--- src/rtl/bin_morph_pkg.sv ---
// rtl/bin_morph_pkg.sv - shared types and constants for the bin_compare frame sequencer
package bin_morph_pkg;

   localparam int THRESH_W = 4;
   localparam logic [THRESH_W-1:0] THRESH_MAX = 4'd9;
   localparam int CNT_W = 16;

   typedef enum logic [1:0] {
      IDLE,
      ACTIVE,
      CLOSE
   } bin_seq_state_e;

   typedef struct packed {
      logic [THRESH_W-1:0] thresh;
      logic                bypass;
   } cfg_t;

   // A 3x3 neighbourhood has at most 9 set pixels, so larger thresholds saturate.
   function automatic logic [THRESH_W-1:0] clamp_thresh(input logic [THRESH_W-1:0] t);
      return (t > THRESH_MAX) ? THRESH_MAX : t;
   endfunction

endpackage

--- src/rtl/bin_morph_seq_if.sv ---
// rtl/bin_morph_seq_if.sv - configuration valid/ready bus for bin_morph_seq
interface bin_morph_seq_if;

   logic                               cfg_valid;
   logic                               cfg_ready;
   logic [bin_morph_pkg::THRESH_W-1:0] cfg_thresh;
   logic                               cfg_bypass;

   modport master (
      output cfg_valid,
      output cfg_thresh,
      output cfg_bypass,
      input  cfg_ready
   );

   modport slave (
      input  cfg_valid,
      input  cfg_thresh,
      input  cfg_bypass,
      output cfg_ready
   );

endinterface

--- src/rtl/bin_frame_mon.sv ---
// rtl/bin_frame_mon.sv - vsync/href edge detection, row/column counting and line-length checking
module bin_frame_mon
   import bin_morph_pkg::*;
#(
   parameter int IMG_HDISP = 450,
   parameter int IMG_VDISP = 280
) (
   input  logic             clk,
   input  logic             rst,
   input  logic             in_vsync,
   input  logic             in_href,
   input  logic             clr,
   input  logic             active,
   output logic             vs_rise,
   output logic             vs_fall,
   output logic             line_err,
   output logic             bad_frame,
   output logic [CNT_W-1:0] row_cnt
);

   localparam logic [CNT_W-1:0] COL_EXP = CNT_W'(IMG_HDISP);
   localparam logic [CNT_W-1:0] COL_MAX = CNT_W'(IMG_HDISP + 1);
   localparam logic [CNT_W-1:0] ROW_MAX = CNT_W'(IMG_VDISP + 1);

   logic             vs_q, vs_d;
   logic             hr_q, hr_d;
   logic [CNT_W-1:0] col_q, col_d;
   logic [CNT_W-1:0] row_q, row_d;
   logic             line_err_q, line_err_d;
   logic             bad_q, bad_d;
   logic             hr_fall;

   assign vs_rise   = in_vsync & ~vs_q;
   assign vs_fall   = ~in_vsync & vs_q;
   assign hr_fall   = ~in_href & hr_q;
   assign line_err  = line_err_q;
   assign bad_frame = bad_q;
   assign row_cnt   = row_q;

   always_comb begin
      vs_d       = in_vsync;
      hr_d       = in_href;
      col_d      = col_q;
      row_d      = row_q;
      line_err_d = 1'b0;
      bad_d      = bad_q;
      if (clr) begin
         col_d = '0;
         row_d = '0;
         bad_d = 1'b0;
      end else if (active) begin
         if (in_href) begin
            if (col_q != COL_MAX) col_d = col_q + 1'b1;
         end else if (hr_fall) begin
            if (col_q != COL_EXP) begin
               line_err_d = 1'b1;
               bad_d      = 1'b1;
            end
            if (row_q != ROW_MAX) row_d = row_q + 1'b1;
            col_d = '0;
         end
      end
   end

   // vs_q resets high so a frame already running at reset release is not mistaken for a new one.
   always_ff @(posedge clk or posedge rst) begin
      if (rst) begin
         vs_q       <= 1'b1;
         hr_q       <= 1'b0;
         col_q      <= '0;
         row_q      <= '0;
         line_err_q <= 1'b0;
         bad_q      <= 1'b0;
      end else begin
         vs_q       <= vs_d;
         hr_q       <= hr_d;
         col_q      <= col_d;
         row_q      <= row_d;
         line_err_q <= line_err_d;
         bad_q      <= bad_d;
      end
   end

endmodule

--- src/rtl/bin_morph_seq.sv ---
// rtl/bin_morph_seq.sv - frame-synchronous threshold/bypass sequencer for one bin_compare stage
// Optional BIN_MORPH_STAT_EN adds err_cnt and last_rows statistics outputs.
module bin_morph_seq
   import bin_morph_pkg::*;
#(
   parameter int                  IMG_HDISP  = 450,
   parameter int                  IMG_VDISP  = 280,
   parameter logic [THRESH_W-1:0] THRESH_RST = 4'd6
) (
   input  logic                clk,
   input  logic                rst,
   bin_morph_seq_if.slave      cfg,
   input  logic                in_vsync,
   input  logic                in_href,
   output logic [THRESH_W-1:0] thresh,
   output logic                bypass,
   output logic                busy,
   output logic                frame_start,
   output logic                frame_done,
   output logic                line_err,
   output logic                frame_err,
   output logic [15:0]         frame_cnt
`ifdef BIN_MORPH_STAT_EN
   ,
   output logic [15:0]         err_cnt,
   output logic [15:0]         last_rows
`endif
);

   localparam logic [CNT_W-1:0] ROW_EXP = CNT_W'(IMG_VDISP);

   bin_seq_state_e   state_q, state_d;
   cfg_t             pend_q, pend_d;
   logic             pend_valid_q, pend_valid_d;
   cfg_t             cur_q, cur_d;
   logic             frame_start_q, frame_start_d;
   logic [15:0]      frame_cnt_q, frame_cnt_d;

   logic             vs_rise;
   logic             vs_fall;
   logic             bad_frame;
   logic [CNT_W-1:0] row_cnt;
   logic             start;

   assign start = (state_q == IDLE) && vs_rise;

   bin_frame_mon #(
      .IMG_HDISP (IMG_HDISP),
      .IMG_VDISP (IMG_VDISP)
   ) u_mon (
      .clk       (clk),
      .rst       (rst),
      .in_vsync  (in_vsync),
      .in_href   (in_href),
      .clr       (start),
      .active    (state_q == ACTIVE),
      .vs_rise   (vs_rise),
      .vs_fall   (vs_fall),
      .line_err  (line_err),
      .bad_frame (bad_frame),
      .row_cnt   (row_cnt)
   );

   assign cfg.cfg_ready = ~pend_valid_q;
   assign thresh        = cur_q.thresh;
   assign bypass        = cur_q.bypass;
   assign busy          = (state_q != IDLE);
   assign frame_start   = frame_start_q;
   assign frame_done    = (state_q == CLOSE);
   assign frame_err     = (state_q == CLOSE) && (bad_frame || (row_cnt != ROW_EXP));
   assign frame_cnt     = frame_cnt_q;

   always_comb begin
      state_d       = state_q;
      pend_d        = pend_q;
      pend_valid_d  = pend_valid_q;
      cur_d         = cur_q;
      frame_start_d = 1'b0;
      frame_cnt_d   = frame_cnt_q;

      // Capture uses the old pend_valid_q, so a transfer landing on the vsync rise waits a frame.
      if (cfg.cfg_valid && !pend_valid_q) begin
         pend_d.thresh = clamp_thresh(cfg.cfg_thresh);
         pend_d.bypass = cfg.cfg_bypass;
         pend_valid_d  = 1'b1;
      end

      case (state_q)
         IDLE: begin
            if (vs_rise) begin
               state_d       = ACTIVE;
               frame_start_d = 1'b1;
               if (pend_valid_q) begin
                  cur_d        = pend_q;
                  pend_valid_d = 1'b0;
               end
            end
         end
         ACTIVE: begin
            if (vs_fall) state_d = CLOSE;
         end
         CLOSE: begin
            state_d     = IDLE;
            frame_cnt_d = frame_cnt_q + 1'b1;
         end
         default: state_d = IDLE;
      endcase
   end

   always_ff @(posedge clk or posedge rst) begin
      if (rst) begin
         state_q       <= IDLE;
         pend_q        <= '{thresh: '0, bypass: 1'b0};
         pend_valid_q  <= 1'b0;
         cur_q         <= '{thresh: THRESH_RST, bypass: 1'b0};
         frame_start_q <= 1'b0;
         frame_cnt_q   <= '0;
      end else begin
         state_q       <= state_d;
         pend_q        <= pend_d;
         pend_valid_q  <= pend_valid_d;
         cur_q         <= cur_d;
         frame_start_q <= frame_start_d;
         frame_cnt_q   <= frame_cnt_d;
      end
   end

`ifdef BIN_MORPH_STAT_EN
   logic [15:0] err_cnt_q, err_cnt_d;
   logic [15:0] last_rows_q, last_rows_d;

   assign err_cnt   = err_cnt_q;
   assign last_rows = last_rows_q;

   always_comb begin
      err_cnt_d   = err_cnt_q;
      last_rows_d = last_rows_q;
      if (state_q == CLOSE) begin
         err_cnt_d   = err_cnt_q + {15'd0, frame_err};
         last_rows_d = 16'(row_cnt);
      end
   end

   always_ff @(posedge clk or posedge rst) begin
      if (rst) begin
         err_cnt_q   <= '0;
         last_rows_q <= '0;
      end else begin
         err_cnt_q   <= err_cnt_d;
         last_rows_q <= last_rows_d;
      end
   end
`endif

endmodule

--- src/flat_wrapper.sv ---
// flat-port wrapper written by rule: the top's interface ports become plain ports
module bin_morph_seq_flat import bin_morph_pkg::*;
#(
   parameter int                  IMG_HDISP  = 450,
   parameter int                  IMG_VDISP  = 280,
   parameter logic [THRESH_W-1:0] THRESH_RST = 4'd6
)
  (clk, rst, in_vsync, in_href, thresh, bypass, busy, frame_start, frame_done, line_err, frame_err, frame_cnt, cfg_cfg_valid, cfg_cfg_thresh, cfg_cfg_bypass, cfg_cfg_ready);
  bin_morph_seq_if cfg_i ();
  input  logic clk;
  input  logic rst;
  input  logic in_vsync;
  input  logic in_href;
  output logic [THRESH_W-1:0] thresh;
  output logic bypass;
  output logic busy;
  output logic frame_start;
  output logic frame_done;
  output logic line_err;
  output logic frame_err;
  output logic [15:0] frame_cnt;
  input wire logic [$bits(cfg_i.cfg_valid)-1:0] cfg_cfg_valid;
  input wire logic [$bits(cfg_i.cfg_thresh)-1:0] cfg_cfg_thresh;
  input wire logic [$bits(cfg_i.cfg_bypass)-1:0] cfg_cfg_bypass;
  output wire logic [$bits(cfg_i.cfg_ready)-1:0] cfg_cfg_ready;
  assign cfg_i.cfg_valid = cfg_cfg_valid;
  assign cfg_i.cfg_thresh = cfg_cfg_thresh;
  assign cfg_i.cfg_bypass = cfg_cfg_bypass;
  assign cfg_cfg_ready = cfg_i.cfg_ready;
  bin_morph_seq #(.IMG_HDISP(IMG_HDISP), .IMG_VDISP(IMG_VDISP), .THRESH_RST(THRESH_RST)) u_core (.clk(clk), .rst(rst), .cfg(cfg_i), .in_vsync(in_vsync), .in_href(in_href), .thresh(thresh), .bypass(bypass), .busy(busy), .frame_start(frame_start), .frame_done(frame_done), .line_err(line_err), .frame_err(frame_err), .frame_cnt(frame_cnt));
endmodule
--- config.mk ---
export PLATFORM = sky130hd
export DESIGN_NAME = bin_morph_seq_flat
export DESIGN_NICKNAME = d
export VERILOG_FILES = /design/src/rtl/bin_morph_pkg.sv /design/src/rtl/bin_morph_seq_if.sv /design/src/rtl/bin_frame_mon.sv /design/src/rtl/bin_morph_seq.sv /design/src/flat_wrapper.sv
export SDC_FILE = /design/constraint.sdc
export NUM_CORES = 1
export LEC_CHECK = 0
export BUFFER_PORTS_ARGS = -buffer_cell sky130_fd_sc_hd__buf_4
export CORE_UTILIZATION = 30
export CTS_BUF_LIST = sky130_fd_sc_hd__clkbuf_8
export CTS_CLUSTER_DIAMETER = 200
export DETAILED_ROUTE_END_ITERATION = 10
export PLACE_DENSITY = 0.54
export SYNTH_ARGS = -nofsm -noshare
export SYNTH_HDL_FRONTEND = slang
export SYNTH_SLANG_ARGS = --single-unit
export TNS_END_PERCENT = 10
--- constraint.sdc ---
create_clock -name clk -period 2.25 [get_ports clk]
set_input_delay 0.225 -clock clk [delete_from_list [all_inputs] [get_ports clk]]
set_output_delay 0.225 -clock clk [all_outputs]
set_load 0.01 [all_outputs]
==> results_dict.tcl, run 1 <==
set metrics [dict create \
    reg2reg_setup_slack_ns 0.16 \
    area_growth_syn_to_layout_pct 21.97 \
    path_class "register to register" \
    synth-simple-area-share_pct 21.93 \
    synth_edf_count 0 \
    synth_seq_cells 66 \
    place.gp.congestion 0.7876 \
    ys.flop_type "dfrtp_1" \
    cts_buffers 9 \
    power_switching_uw 1002 \
    fin_crit_sh_pct 92.96 \
    path_cells "nand4bb_4 -> or4_1 -> or4_1 -> a21oi_1" \
    cpMostUsedCell "or4_1" \
    dr.pass1.iters 4 \
    worstPathArrival_ns 2.37 \
    clk_pin_slew_ns 0.08 \
    period_needed_ns 2.092 \
    pwr-share-comb_pct 18.3 \
    path_delay_family "simple AND/OR/NAND/NOR gates" \
    min_path_type "primary input to register" \
    slew_headroom_pct 60.79 \
    maxSlewViolCount 0 \
    start_util_pct 31.30 \
    pwr-share-clk_pct 36.1 \
    htreeDepth 3 \
    clock_path_buffers 2 \
    syn_inst 321 \
    setup_viol 0 \
    p_int_uw 2455 \
    wl_per_cell_um 13.88 \
    cts_tree "yes" \
    final.setup.tns_ns 0 \
    antennaDiodeCount 0 \
    powerDensity_nw_per_um2 865.8 \
    switching_share_pct 28.99 \
    grt_max_degree 55 \
    cap_viol_max_count 0 \
    grt_pass1_vias 2558 \
    synth.distinct_cells 44 \
    drc_errors 0 \
    worstSetupEndpointType "register" \
    nets 381 \
    die_w_um 106.5 \
    dieArea_um2 11340 \
    leakage_uw 0.001753 \
    yosys.area_share.adder_pct 2.293 \
    rsz0062_at_grt "false" \
    crit_path_start_kind "register" \
    syn-num-nets 337 \
    synth_top_family_by_area "simple AND/OR/NAND/NOR gates" \
    clk_latency_ns 0.35 \
    hold_slack_ns 0.01731 \
    placed_cell_area_um2 3732 \
    grt_pass1_wl_um 12360 \
    post-dp-hpwl_um 4925 \
    ir_drop_uv 421.2 \
    io-pin-count 37 \
    p_seq_share_pct 45.6 \
    synth_xor_area_share_pct 5.082 \
    synth_mux_area_share_pct 4.356 \
    cts_sinks 66 \
    ys_seq_area_share_pct 50.55 \
    antenna_found_initial 0 \
    total_power_uw 3458 \
    worstMarginPinSlew_ns 0.5882 \
    fin_skew_ns 0.01159 \
    synthArstFlopShare_pct 100.0 \
    cp.buffers_inverters 0 \
    syn_area_um2 3274 \
    critical_path.slowest_cell "or4_1" \
    rows 37 \
    hold_violations 0 \
    drive_above_1_share_pct 21.35 \
    vias_per_cell 5.105 \
    portBuffers 36 \
    drt_wl_total_um 7022 \
    first_iter_violations 157 \
    ys_warn_count 0 \
    fmax_mhz 478.1 \
    avgSynthCellArea_um2 10.20 \
    path_max_fanout 11 \
    die_y_um 106.5 \
    required_ns 2.52 \
    routed-via-count 2583 \
    core_area_um2 10460 \
    stdcell_area_um2 3994 \
    grt_overflow 0 \
    synth_compound_area_share_pct 11.92 \
    detail-route-antenna-nets 0 \
    root_buffer "clkbuf_8" \
    max_stage_delay_ns 0.64 \
    track_usage_pct 13.75 \
    outcome "finished clean" \
]
-- Yosys cell counts, types with 10 or more instances --
library cell  count  share of area [%]
a21oi_1          10                1.5
o21ai_0          10                1.5
nor2_1           13                1.5
nand4_1          12                2.3
nand3_1          14                2.1
inv_1            19                2.2
nand2_1          28                3.2
xnor2_1          12                3.2
dfrtp_1          63                 48
a31oi_1          21                4.0
mux2_2           10                3.4
-- logic make-up after synthesis --
| family | after synthesis |
|---|---|
| XOR/XNOR | 19 |
| AO/OA/AOI/OAI | 61 |
| AND/OR/NAND/NOR | 125 |
| buffers and inverters | 31 |
| multiplexers | 13 |
| flip-flops | 66 |
| adder cells (fa/ha/maj) | 6 |
-- power groups by stage --
stage	sequential (uW)	combinational, uW	clock (uW)
floorplan	1580	374	0
global placement	1590	627	0
detailed placement	1600	639	0
CTS	1580	644	1280
global route	1610	721	1330
finish	1580	633	1250
-- placed cells by master (no fill, tap or decap), types with 3 or more instances in the layout --
cell type,Yosys,final
nand3_1,14,14
nor2_1,13,12
dfrtp_1,63,63
inv_1,19,18
xor2_1,7,7
nand2_1,28,28
or3_1,8,8
o31ai_1,4,4
nor3_1,5,5
dfstp_2,3,3
nand4_1,12,12
o221ai_1,3,3
mux2_2,10,10
or4_1,7,7
mux2i_1,3,3
bufinv_16,0,3
a21oi_1,10,10
o21ai_0,10,10
a31oi_1,21,21
clkbuf_8,0,9
nor4b_1,3,3
o211ai_1,3,3
and3_1,4,4
nor4_1,8,8
xnor2_1,12,12
and4_1,5,5
nand2b_1,7,7
ha_1,6,6
buf_4,0,43
clkinv_4,0,3
o21a_1,4,4
-- sequential cells by signal (all words and copies together), names as in the netlist --
signal	cells
u_core.state_q	2
u_core.frame_cnt	16
u_core.u_mon.vs_q	1
u_core.u_mon.row_cnt	16
u_core.u_mon.col_q	16
u_core.frame_start	1
u_core.pend_valid_q	1
u_core.bypass	1
u_core.pend_q	5
u_core.u_mon.bad_frame	1
u_core.thresh	4
u_core.u_mon.hr_q	1
u_core.u_mon.line_err	1
-- worst paths after layout --
path	start	to	depth (start not counted)
max in group asynchronous	rst	u_core.u_mon.vs_q	4
worst min-delay path	in_vsync	u_core.u_mon.vs_q	1
worst max-delay path	u_core.state_q[0]	u_core.u_mon.row_cnt[15]	4
worst max register to register	u_core.state_q[0]	u_core.u_mon.row_cnt[15]	4
min in group asynchronous	rst	u_core.pend_q[3]	3
worst min register to register	u_core.frame_cnt[15]	u_core.frame_cnt[15]	1
-- per-layer routing --
metal | vias to the layer above | GRT usage [%] | part of all wire (%)
li1 | 1270 | - | -
met1 | 1261 | 17.95 | 49
met2 | 45 | 22.12 | 47
met3 | 7 | 3.433 | 3.3
met4 | 0 | 4.697 | 1.1
met5 | - | 0 | 0
-- stage by stage --
step	setup WS, ns	util, %	cells
detailed placement	0.1769	35.67	489
global route	0.006394	38.17	506
finish	0.1583	38.17	506
global placement	0.2140	35.67	489
CTS	0.1517	38.15	506
floorplan	0.2553	-	321
-- area by class of cell --
cell class | instances | area [um2]
timing repair buffer | 45 | 352.8
multi-input combinational | 224 | 1495
fill | 1079 | 6469
inverter | 19 | 71.32
clock inverter | 7 | 125.1
clock buffer | 9 | 123.9
tap | 136 | 170.2
sequential | 66 | 1655
-- repair_timing --
item                                    CTS  global route
hold buffers                              1             0
buffers inserted                          0             0
gates resized for setup                   0             1
endpoints found under the hold margin    10             0
endpoints found under the setup margin    0             3
Note: power is estimated with default switching activity, not from simulation.
==> run 2: changes to the inputs <==
Settings changed: CORE_UTILIZATION 30 to 53, PLACE_DENSITY 0.54 to 0.8, SYNTH_HIERARCHICAL set to 1.
==> results_dict.tcl, run 2 <==
set metrics [dict create \
    outcome "finished clean" \
    drt_wl_total_um 7683 \
    rows 28 \
    area_growth_syn_to_layout_pct 19.11 \
    setup_viol 0 \
    clock_path_buffers 2 \
    grt_max_degree 37 \
    core_area_um2 6026 \
    required_ns 2.51 \
    grt_overflow 0 \
    syn_inst 339 \
    critical_path.slowest_cell "dfstp_2" \
    synth_seq_cells 66 \
    period_needed_ns 2.113 \
    ys_seq_area_share_pct 49.00 \
    avgSynthCellArea_um2 9.965 \
    dieArea_um2 6697 \
    io-pin-count 37 \
    drc_errors 0 \
    start_util_pct 56.06 \
    wl_per_cell_um 16.38 \
    first_iter_violations 243 \
    clk_latency_ns 0.35 \
    worstPathArrival_ns 2.38 \
    path_cells "nor2b_1 -> inv_1 -> nor2_1 -> buf_4 -> or3_4 -> nor2_4 -> buf_12 -> a41oi_1 -> a31oi_1" \
    gr-usage-met1_pct 30.91 \
    htreeDepth 3 \
    place_ws_ns 0.08317 \
    synthTopCellsByArea "dfrtp_1 (47%), nand2_1 (4.7%), o21ai_0 (3.7%), xnor2_1 (3.4%), nor2_1 (2.8%)" \
    detail-route-antenna-nets 0 \
    dr.pass1.iters 5 \
    rsz0062_at_grt "false" \
    fin_crit_sh_pct 93.90 \
    routed-via-count 2828 \
    grt_pass1_vias 2640 \
    nets 404 \
    antennaDiodeCount 0 \
    grtUsageMet2_pct 40.08 \
    max_stage_delay_ns 0.53 \
    final_cell_mix "dfrtp_1 (63), buf_4 (45), nand2_1 (42)" \
    path_class "register to register" \
    die_y_um 81.84 \
    min_path_type "primary input to register" \
    yosys.area.top_type "dfrtp_1" \
    grt-busiest-layer "met2" \
    dp.cells 450 \
    ys.flop_type "dfrtp_1" \
    cap_viol_max_count 0 \
    path_max_fanout 16 \
    fin_skew_ns 0.01024 \
    fin_util_pct 66.78 \
    final.setup.tns_ns 0 \
    leakage_uw 0.001725 \
    vias_per_cell 6.030 \
    portBuffers 36 \
    synth_top_area_share_pct 46.67 \
    maxSlewViolCount 0 \
    synthArstFlopShare_pct 100.0 \
    crit_path_start_kind "register" \
    slew_headroom_pct 56.55 \
    post-dp-hpwl_um 5053 \
    antenna_found_initial 0 \
    setup_ws_ns 0.1372 \
    ys_warn_count 6 \
    hold_violations 0 \
    syn-num-nets 354 \
    syn_area_um2 3378 \
    synth_edf_count 0 \
    track_usage_pct 24.62 \
    powerDensity_nw_per_um2 821.8 \
    worstMarginPinSlew_ns 0.6458 \
    cts_sinks 66 \
    grt_pass1_wl_um 12290 \
    yosysMostFrequentCell "dfrtp_1" \
    place.gp.congestion 0.8512 \
    worstSetupEndpointType "register" \
    root_buffer "clkbuf_8" \
    fmax_mhz 473.3 \
    synth_top_cells_by_count "dfrtp_1 (63), nand2_1 (42), nor2_1 (25), o21ai_0 (25), nand3_1 (16)" \
    fill_cells 465 \
    cts_tree "yes" \
    synth.distinct_cells 55 \
    final-instance-count-excl-fill 469 \
    ir_drop_uv 656.8 \
    cts_buffers 9 \
    clk_pin_slew_ns 0.08 \
    grt_use_met3_pct 6.778 \
    layout_commonest_cell "dfrtp_1" \
    die_w_um 81.84 \
    drive_above_1_share_pct 23.86 \
]
run 2: changes by cell type after synthesis, sizes merged, moves of 7 or more:
| cell | delta |
|---|---|
| a31oi | -10 |
| clkbuf | -7 |
| inv | -9 |
| nand2 | +14 |
| nor2 | +14 |
| o21ai | +25 |
| or4 | -7 |
run 2: timing repair:
action	4_1_cts	5_1_grt
buffers inserted	0	1
hold buffers	2	0
hold endpoints to repair	12	0
endpoints found under the setup margin	0	2
resized for setup	0	3
run 2: power breakdown:
group | leakage, uW | switching, uW | total, uW | internal (uW)
clock network | 0.000109 | 478 | 1130 | 656
registers | 0.000877 | 163 | 1530 | 1360
logic | 0.000739 | 327 | 647 | 320
run 2: layout make-up:
| cell class | count | area [um2] | share of cell area [%] |
|---|---|---|---|
| inverter | 10 | 37.54 | 0.9328 |
| clock buffer | 10 | 137.6 | 3.420 |
| multi-input combinational | 254 | 1633 | 40.58 |
| tap | 75 | 93.84 | 2.332 |
| sequential | 66 | 1655 | 41.14 |
| clock inverter | 6 | 88.84 | 2.208 |
| timing repair buffer | 48 | 377.9 | 9.391 |
run 2: layer usage:
metal  up-vias  part of all wire (%)
li1       1330                     -
met1      1397                    43
met2        90                    51
met3        11                   4.7
met4         0                   1.3
met5         -                     0
run 2: through the flow:
step	area, um2	hold WS [ns]	total power, uW
2_1_floorplan	3378	0.2295	1898
3_3_place_gp	3742	0.3099	2133
3_5_place_dp	3742	0.3210	2164
4_1_cts	3989	0.02730	3316
5_1_grt	4024	0.02805	3447
6_report	4024	0.03101	3307
run 2: cells by family (layout without fill, tap and decap cells):
group           after synthesis  after routing  synth area share [%]
buf+inv                      19             74                 3.111
simple gates                148            148                 24.63
fa+ha+maj                     5              5                 1.852
compound gates               73             73                 13.52
mux                           9              9                 2.963
flops                        66             66                 49.00
xor+xnor                     19             19                 4.926
run 2: final timing paths:
path | startpoint | endpoint | slack (ns) | cells past startpoint
max in group asynchronous | rst | u_core/state_q[1] | 1.17 | 4
hold reg to reg | u_core/pend_q[2] | u_core/pend_q[2] | 0.48 | 2
hold / removal | in_href | u_core/u_mon/hr_q | 0.03 | 1
min in group asynchronous | rst | u_core/frame_cnt[8] | 0.53 | 3
setup / recovery | u_core/u_mon/vs_q | u_core/u_mon/row_cnt[15] | 0.14 | 9
setup reg to reg | u_core/u_mon/vs_q | u_core/u_mon/row_cnt[15] | 0.14 | 9
run 2: critical path: cells and delay by family, from the launching register on:
family                 cells  cell delay [ns]
AOI/OAI and AO/OA          2             0.34
buffers and inverters      3             0.45
DFF                        1             0.53
and+or+nand+nor            4             0.71
==> run 3: changes to the inputs <==
Settings changed: PLACE_DENSITY 0.8 to 0.73, SLEW_MARGIN set to 20, SYNTH_HIERARCHICAL 1 to unset.
==> results_dict.tcl, run 3 (synthesis gave the netlist of run 1 again) <==
set metrics [dict create \
    outcome "finished clean" \
    ir_drop_uv 556.2 \
    post-dp-hpwl_um 4726 \
    die_w_um 80.60 \
    fin_crit_sh_pct 92.96 \
    final.setup.tns_ns 0 \
    period_needed_ns 2.092 \
    worstSetupEndpointType "register" \
    worstPathArrival_ns 2.36 \
    fin_skew_ns 0.006837 \
    path_max_fanout 11 \
    powerDensity_nw_per_um2 832.8 \
    core_area_um2 5956 \
    place.gp.congestion 0.8748 \
    min_path_type "primary input to register" \
    vias_per_cell 5.804 \
    rsz0062_at_grt "false" \
    clk_pin_slew_ns 0.07 \
    worstMarginPinSlew_ns 0.7756 \
    antenna_found_initial 0 \
    path_delay_family "simple AND/OR/NAND/NOR gates" \
    slew_headroom_pct 48.29 \
    fmax_mhz 478.1 \
    crit_path_start_kind "register" \
    grt_overflow 0 \
    area_growth_syn_to_layout_pct 18.91 \
    hold_violations 0 \
    first_iter_violations 174 \
    antennaDiodeCount 0 \
    layout_commonest_cell "dfrtp_1" \
    routed-via-count 2600 \
    required_ns 2.51 \
    start_util_pct 54.98 \
    path_cells "nand4bb_4 -> or4_1 -> or4_1 -> a21oi_1" \
    root_buffer "clkbuf_8" \
    clk_latency_ns 0.35 \
    cts.repair.resized 0 \
    drt_wl_total_um 6724 \
    portBuffers 36 \
    dr.pass1.iters 4 \
    nets 384 \
    dieArea_um2 6496 \
    maxSlewViolCount 0 \
    leakage_uw 0.001747 \
    total_power_uw 3243 \
    rows 28 \
    cp.buffers_inverters 0 \
    grt_pass1_vias 2477 \
    io-pin-count 37 \
    cts_sinks 66 \
    die_y_um 80.60 \
    setup_viol 0 \
    final_cell_mix "dfrtp_1 (63), buf_4 (46), nand2_1 (28)" \
    grt_pass1_wl_um 11730 \
    cpMostUsedCell "or4_1" \
    wl_per_cell_um 15.01 \
    max_stage_delay_ns 0.64 \
    track_usage_pct 24.09 \
    htreeDepth 3 \
    cap_viol_max_count 0 \
    drc_errors 0 \
    detail-route-antenna-nets 0 \
    cts_buffers 9 \
    path_class "register to register" \
    critical_path.slowest_cell "or4_1" \
    clock_path_buffers 2 \
    grt_max_degree 27 \
    cts_tree "yes" \
    drive_above_1_share_pct 21.45 \
]
[run 3: layout make-up]
cell class / instances / area [um2]
fill: 496 / 2062
tap: 75 / 93.84
clock inverter: 5 / 53.80
inverter: 19 / 71.32
clock buffer: 11 / 151.4
sequential: 66 / 1655
timing repair buffer: 48 / 375.4
multi-input combinational: 224 / 1493
[run 3: through the flow]
stage | std cells | instance area, um2 | setup WS, ns | hold slack [ns] | utilization [%]
after global routing | 448 | 3894 | 0.06482 | 0.005463 | 65.38
after global placement | 431 | 3679 | 0.2460 | 0.3152 | 61.76
final | 448 | 3894 | 0.1584 | 0.02068 | 65.38
after detailed placement | 431 | 3679 | 0.1691 | 0.3188 | 61.76
after CTS | 448 | 3894 | 0.1548 | 0.005771 | 65.38
after floorplan | 321 | 3274 | 0.2553 | 0.2295 | -
[run 3: what timing repair did]
item / in CTS / in global routing
buffers inserted: 0 / 0
endpoints found under the hold margin: 24 / 0
hold buffers: 1 / 0
[run 3: routing by layer]
metal | vias to the layer above | track usage [%] | part of all wire, %
met5 | - | 0 | 0
li1 | 1273 | - | -
met3 | 13 | 3.750 | 4.6
met1 | 1240 | 32.87 | 48
met4 | 0 | 12.32 | 1.5
met2 | 74 | 36.95 | 46
[run 3: final timing paths]
check,startpoint,end,slack [ns],cells after the start
worst max-delay path,u_core.state_q[0],u_core.u_mon.row_cnt[15],0.16,4
worst min-delay path,in_vsync,u_core.u_mon.vs_q,0.02,1
worst max register to register,u_core.state_q[0],u_core.u_mon.row_cnt[15],0.16,4
worst min register to register,u_core.frame_cnt[15],u_core.frame_cnt[15],0.48,1
max in group asynchronous,rst,u_core.u_mon.row_cnt[1],1.14,4
min in group asynchronous,rst,u_core.frame_cnt[4],0.49,3
[run 3: power by group]
| group | switching, uW | total, uW | internal (uW) |
|---|---|---|---|
| Sequential | 186 | 1570 | 1380 |
| Combinational | 314 | 651 | 337 |
| Clock | 454 | 1020 | 566 |
